--- src/rtl/snn_neuron_rr.sv ---
// Integrate-and-fire neuron: round-robin event arbiter, signed weight RAM, and a saturating
// leaky membrane with a refractory period. The weight image is loaded through the write port.
module snn_neuron_rr #(
   parameter int N_IN       = 16,
   parameter int IDX_W      = 4,
   parameter int ADDR_W     = 4,
   parameter int W_BITS     = 8,
   parameter int V_BITS     = 12,
   parameter int THETA      = 511,
   parameter int REFRACT    = 10,
   parameter int LEAK_SHIFT = 4
) (
   input  logic                      clk,
   input  logic                      resetn,
   input  logic [N_IN-1:0]           spikes_in,
   output logic [N_IN-1:0]           acks_out,
   input  logic [N_IN*ADDR_W-1:0]    addr_in,
   input  logic                      timer_en,
   output logic                      spike_out,
   input  logic                      ack_in,
   output logic                      spike_drop,
   input  logic                      wr_en,
   input  logic [IDX_W+ADDR_W-1:0]   wr_addr,
   input  logic [W_BITS-1:0]         wr_data
);

   localparam int RAM_AW = IDX_W + ADDR_W;
   localparam int DEPTH  = N_IN << ADDR_W;
   localparam int S      = V_BITS + 2;
   localparam int REF_W  = (REFRACT > 0) ? $clog2(REFRACT + 1) : 1;

   localparam logic [V_BITS-1:0] THETA_V   = V_BITS'(THETA);
   localparam logic [REF_W-1:0]  REFRACT_V = REF_W'(REFRACT);
   localparam logic [IDX_W:0]    N_IN_W    = (IDX_W+1)'(N_IN);
   localparam logic [IDX_W-1:0]  LAST_CH   = IDX_W'(N_IN - 1);

   logic [N_IN-1:0]   acks_q, acks_d, eligible;
   logic [IDX_W-1:0]  rr_ptr_q, rr_ptr_d, grant;
   logic              grant_vld;
   logic [ADDR_W-1:0] grant_syn;
   logic [RAM_AW-1:0] rd_idx;
   logic              valid_q;
   logic [W_BITS-1:0] rd_data_q;
   logic [W_BITS-1:0] mem [DEPTH];
   logic [V_BITS-1:0] v_q, v_d;
   logic [REF_W-1:0]  ref_cnt_q;
   logic              spike_q, drop_q;
   logic              fire;
   logic signed [S-1:0] v_ext, leak, w_ext, sum;

   // A channel acked this cycle still shows its request, so it is masked out.
   always_comb begin
      logic [IDX_W:0] cand;
      // NOTE: every always_comb output gets a default first so no path leaves it unassigned (no latch).
      eligible  = spikes_in & ~acks_q;
      grant_vld = 1'b0;
      grant     = '0;
      cand      = '0;
      for (int i = 0; i < N_IN; i++) begin
         cand = {1'b0, rr_ptr_q} + (IDX_W+1)'(i);
         if (cand >= N_IN_W) cand = cand - N_IN_W;
         if (!grant_vld && eligible[cand[IDX_W-1:0]]) begin
            grant_vld = 1'b1;
            grant     = cand[IDX_W-1:0];
         end
      end
      acks_d        = '0;
      acks_d[grant] = grant_vld;
      rr_ptr_d      = (grant == LAST_CH) ? '0 : grant + IDX_W'(1);
      grant_syn     = addr_in[grant*ADDR_W +: ADDR_W];
      rd_idx        = {grant, grant_syn};
   end

   // NOTE: the weight RAM and its read register carry no reset; weights survive resetn and
   // stale read data is harmless because valid_q gates it.
   always_ff @(posedge clk) begin
      if (wr_en && (int'(wr_addr) < DEPTH)) mem[wr_addr] <= wr_data;
      rd_data_q <= mem[rd_idx];
   end

   // Membrane arithmetic is done two bits wider and signed, then clamped to [0, 2^V_BITS-1].
   always_comb begin
      v_ext = signed'({2'b00, v_q});
      leak  = (timer_en && LEAK_SHIFT != 0) ? signed'({2'b00, v_q >> LEAK_SHIFT}) : '0;
      w_ext = valid_q ? {{(S-W_BITS){rd_data_q[W_BITS-1]}}, rd_data_q} : '0;
      sum   = v_ext - leak + w_ext;
      if (sum[S-1])      v_d = '0;
      else if (sum[S-2]) v_d = '1;
      else               v_d = sum[V_BITS-1:0];
   end

   assign fire = (ref_cnt_q == '0) && (v_q > THETA_V);

   // NOTE: sequential state is updated only with non-blocking assignments so every register
   // samples the pre-edge values regardless of statement order.
   always_ff @(posedge clk) begin
      if (!resetn) begin
         acks_q    <= '0;
         rr_ptr_q  <= '0;
         valid_q   <= 1'b0;
         v_q       <= '0;
         ref_cnt_q <= '0;
         spike_q   <= 1'b0;
         drop_q    <= 1'b0;
      end else begin
         acks_q  <= acks_d;
         valid_q <= grant_vld;
         drop_q  <= 1'b0;
         if (grant_vld) rr_ptr_q <= rr_ptr_d;
         if (fire) begin
            v_q       <= '0;
            ref_cnt_q <= REFRACT_V;
            spike_q   <= 1'b1;
            drop_q    <= spike_q;
         end else begin
            if (ack_in) spike_q <= 1'b0;
            if (ref_cnt_q != '0) begin
               v_q <= '0;
               if (timer_en) ref_cnt_q <= ref_cnt_q - REF_W'(1);
            end else begin
               v_q <= v_d;
            end
         end
      end
   end

   assign acks_out   = acks_q;
   assign spike_out  = spike_q;
   assign spike_drop = drop_q;

endmodule

--- config.mk ---
export PLATFORM = sky130hd
export DESIGN_NAME = snn_neuron_rr
export DESIGN_NICKNAME = d
export VERILOG_FILES = /design/src/rtl/snn_neuron_rr.sv
export SDC_FILE = /design/constraint.sdc
export NUM_CORES = 2
export LEC_CHECK = 0
export ABC_AREA = 1
export ABC_CLOCK_PERIOD_IN_PS = 6200
export CAP_MARGIN = 20
export CORE_MARGIN = 3
export CORE_UTILIZATION = 40
export DETAILED_ROUTE_END_ITERATION = 10
export PLACE_DENSITY = 0.59
export SKIP_LAST_GASP = 1
export SLEW_MARGIN = 5
export SYNTH_ARGS = -nofsm -noshare
export SYNTH_HDL_FRONTEND = slang
export SYNTH_SLANG_ARGS = --single-unit
--- constraint.sdc ---
create_clock -name clk -period 6.2 [get_ports clk]
set_input_delay 0.62 -clock clk [delete_from_list [all_inputs] [get_ports clk]]
set_output_delay 0.62 -clock clk [all_outputs]
set_load 0.05 [all_outputs]
==> flow_metrics.py <==
metrics = {
    "placed_design": {
        "place_congestion": 0.912,
        "dp_hpwl_um": 167000,
        "dp.cells": 12533,
        "dpl_cell_area_um2": 100000,
        "portBuffers": 118,
    },
    "hold_path": {
        "min_path_type": "input pin to flip-flop",
        "hp-start": "wr_data[4]",
        "min_to": "mem[114][4]",
        "min_path_cells": 1,
    },
    "cells_and_area": {
        "final_layout_size_suffix_gt1_frac": 0.0636,
        "fin_cells": 12951,
        "fill_cells": 22283,
        "area_growth_pct": 12.8,
        "design_area_um2": 107000,
        "nNetsFinal": 9752,
    },
    "synthesis": {
        "yosysTopAreaCell": "edfxtp_1",
        "yosys_warnings": 0,
        "synth_edf_count": 2048,
        "synth_top_area_frac": 0.646,
        "synth.yosys.seq_area_share": 0.656,
        "synth_ff_type": "edfxtp_1",
        "avgSynthCellArea_um2": 9.96,
        "syn_area_um2": 95200,
        "syn-num-nets": 9695,
        "ys_async_sr_fraction": 0,
        "synth_cells": 9559,
        "yosys-top-cells-area": "edfxtp_1, nand2_1, nand3_1, inv_1, buf_2",
        "ys_seq_elements": 2095,
        "synth_cell_types": 47,
    },
    "routing": {
        "ant_nets": 0,
        "drt-pass1-iter-count": 7,
        "post_drt_wl_per_cell_um": 21.2,
        "drt_iter0_drc": 6951,
        "routed_wl_um": 274000,
        "drc_errors": 0,
        "vias_per_cell": 5.12,
        "vias": 66259,
    },
    "global_routing": {
        "grt_pass1_wl_um": 403000,
        "grt_max_degree": 145,
        "grt_usage": 0.218,
        "grt_pass1_vias": 63312,
        "antenna_found_initial": 5,
        "overflow": 0,
    },
    "critical_path": {
        "worstSetupPathType": "flip-flop to flip-flop",
        "cp_slowest_cell": "dfxtp_2",
        "cpPeakStageDelay_ns": 0.38,
        "reg2reg_slack_ns": 0.36,
        "crit_required_ns": 7.02,
        "rr_worst_depth": 35,
        "r2r_end": "rd_data_q[1]",
        "cp-end-kind": "flip-flop",
        "r2r_start": "rr_ptr_q[1]",
        "start_kind": "flip-flop",
        "crit_fanout": 39,
        "crit_top_cell": "nand2_1",
        "arrival_ns": 6.66,
    },
    "timing": {
        "hold_viol": 0,
        "fmax_mhz": 171,
        "rsz0062_at_grt": "true",
        "post-route-period-util": 0.942,
        "clock_skew_ns": 0.0444,
        "setup_violations": 0,
        "relSlewSlack": 0.234,
        "finalCriticalPeriod_ns": 5.84,
        "drv_slew": 0,
        "worstMarginPinSlew_ns": 1.15,
    },
    "clock_network": {
        "clk_latency_ns": 0.87,
        "cts.sinks": 2095,
        "htreeDepth": 4,
        "tritoncts.num_buffers": 210,
        "cts_tree": "yes",
        "clockBufferDepth": 3,
        "cts-root-buf": "clkbuf_16",
        "clk_pin_slew_ns": 0.06,
    },
    "die": {
        "start_util": 0.403,
        "die_height_um": 494,
        "ios": 119,
        "die_w_um": 494,
        "num_rows": 178,
        "coreArea_um2": 236000,
        "die-area_um2": 244000,
    },
    "status": {
        "outcome": "completed",
    },
    "job": {
        "drv_cap": 0,
    },
}
registers in the layout (all words and copies together) (netlist names):
register,flops
mem,2048
spike_drop,1
valid_q,1
spike_out,1
rd_data_q,8
v_q,12
ref_cnt_q,4
rr_ptr_q,4
acks_out,16
cell type report:
cell class	instances	area, µm²	share of cell area
clock buffers	264	5580	0.0520
flip-flops and latches	2095	62400	0.582
inverters	1877	7050	0.0657
repair buffers	345	4150	0.0386
clock inverters	126	1070	0.00996
multi-input cells	5087	23100	0.215
well taps	3150	3940	0.0367
diodes	7	17.5	0.000163
through the flow:
stage | util | TNS, ns | hold slack [ns] | setup WS [ns]
global placement | 0.423 | -0.281 | 0.454 | -0.103
detailed placement | 0.423 | -0.539 | 0.465 | -0.135
floorplan | - | 0 | 0.463 | 1.49
CTS | 0.452 | 0 | 0.205 | 0.0553
finish | 0.455 | 0 | 0.227 | 0.362
global route | 0.455 | -0.292 | 0.236 | -0.0677
worst max path at each step:
| stage | start | endpoint |
|---|---|---|
| 6_report | rr_ptr_q[1] | rd_data_q[1] |
| 5_1_grt | rr_ptr_q[1] | rd_data_q[3] |
| 4_1_cts | rr_ptr_q[1] | rd_data_q[5] |
| 3_5_place_dp | spikes_in[13] | rd_data_q[1] |
| 3_3_place_gp | spikes_in[7] | rd_data_q[5] |
| 2_1_floorplan | rr_ptr_q[1] | rd_data_q[3] |
logic make-up (layout without fill, tap and decap cells):
group | count (synthesis) | in the layout | synth area share
simple gates | 4758 | 4758 | 0.213
buf+inv | 2377 | 2612 | 0.104
flops | 2095 | 2095 | 0.656
compound gates | 268 | 268 | 0.0189
fa+ha+maj | 35 | 35 | 0.00476
xor+xnor | 26 | 26 | 0.00271
other cells | 0 | 7 | 0
synth_stat cells (all sizes together), types with 9 or more instances:
cell type and instances:
dfxtp 47, inv 1853, nor2 362, xnor2 9, o211ai 158, clkbuf 76
clkinv 24, ha 33, edfxtp 2048, o21ai 51, nand4 23, xor2 17
buf 424, nand3 1772, a21oi 38, nand2 2584
cells in the final DEF, fill, tap and decap left out, types with 58 or more instances in the layout:
cell type | Yosys | final
nor2_1 | 352 | 349
o211ai_1 | 158 | 158
nand3_1 | 1766 | 1739
clkbuf_16 | 0 | 222
clkinv_1 | 24 | 77
buf_12 | 1 | 58
edfxtp_1 | 2048 | 2048
nand2_1 | 2576 | 2569
inv_1 | 1839 | 1838
buf_4 | 42 | 132
clkdlybuf4s50_1 | 0 | 110
timing repair:
action	in CTS	in global routing
pin swaps	0	4
buffers inserted	0	12
gates resized for setup	3	76
setup endpoints to repair	4	8
hold buffers	0	0
gates cloned	0	9
critical path: cells and delay by family, from the launching register on:
kind            cells  cell delay, ns
compound gates      3            0.45
fa+ha+maj           1            0.23
simple gates       23            3.24
buf+inv             7            1.24
xor+xnor            1            0.23
flops               1            0.38
layer usage:
metal,global-route usage,vias up,part of all wire
li1,-,31161,-
met2,0.349,2489,0.47
met4,0.0738,2,0.031
met3,0.0359,408,0.075
met5,0,-,0.000029
met1,0.303,32199,0.43
Power is left out: the tool's default activity adds up to more than one toggle a clock period on the data nets, which glitch-free logic cannot reach.
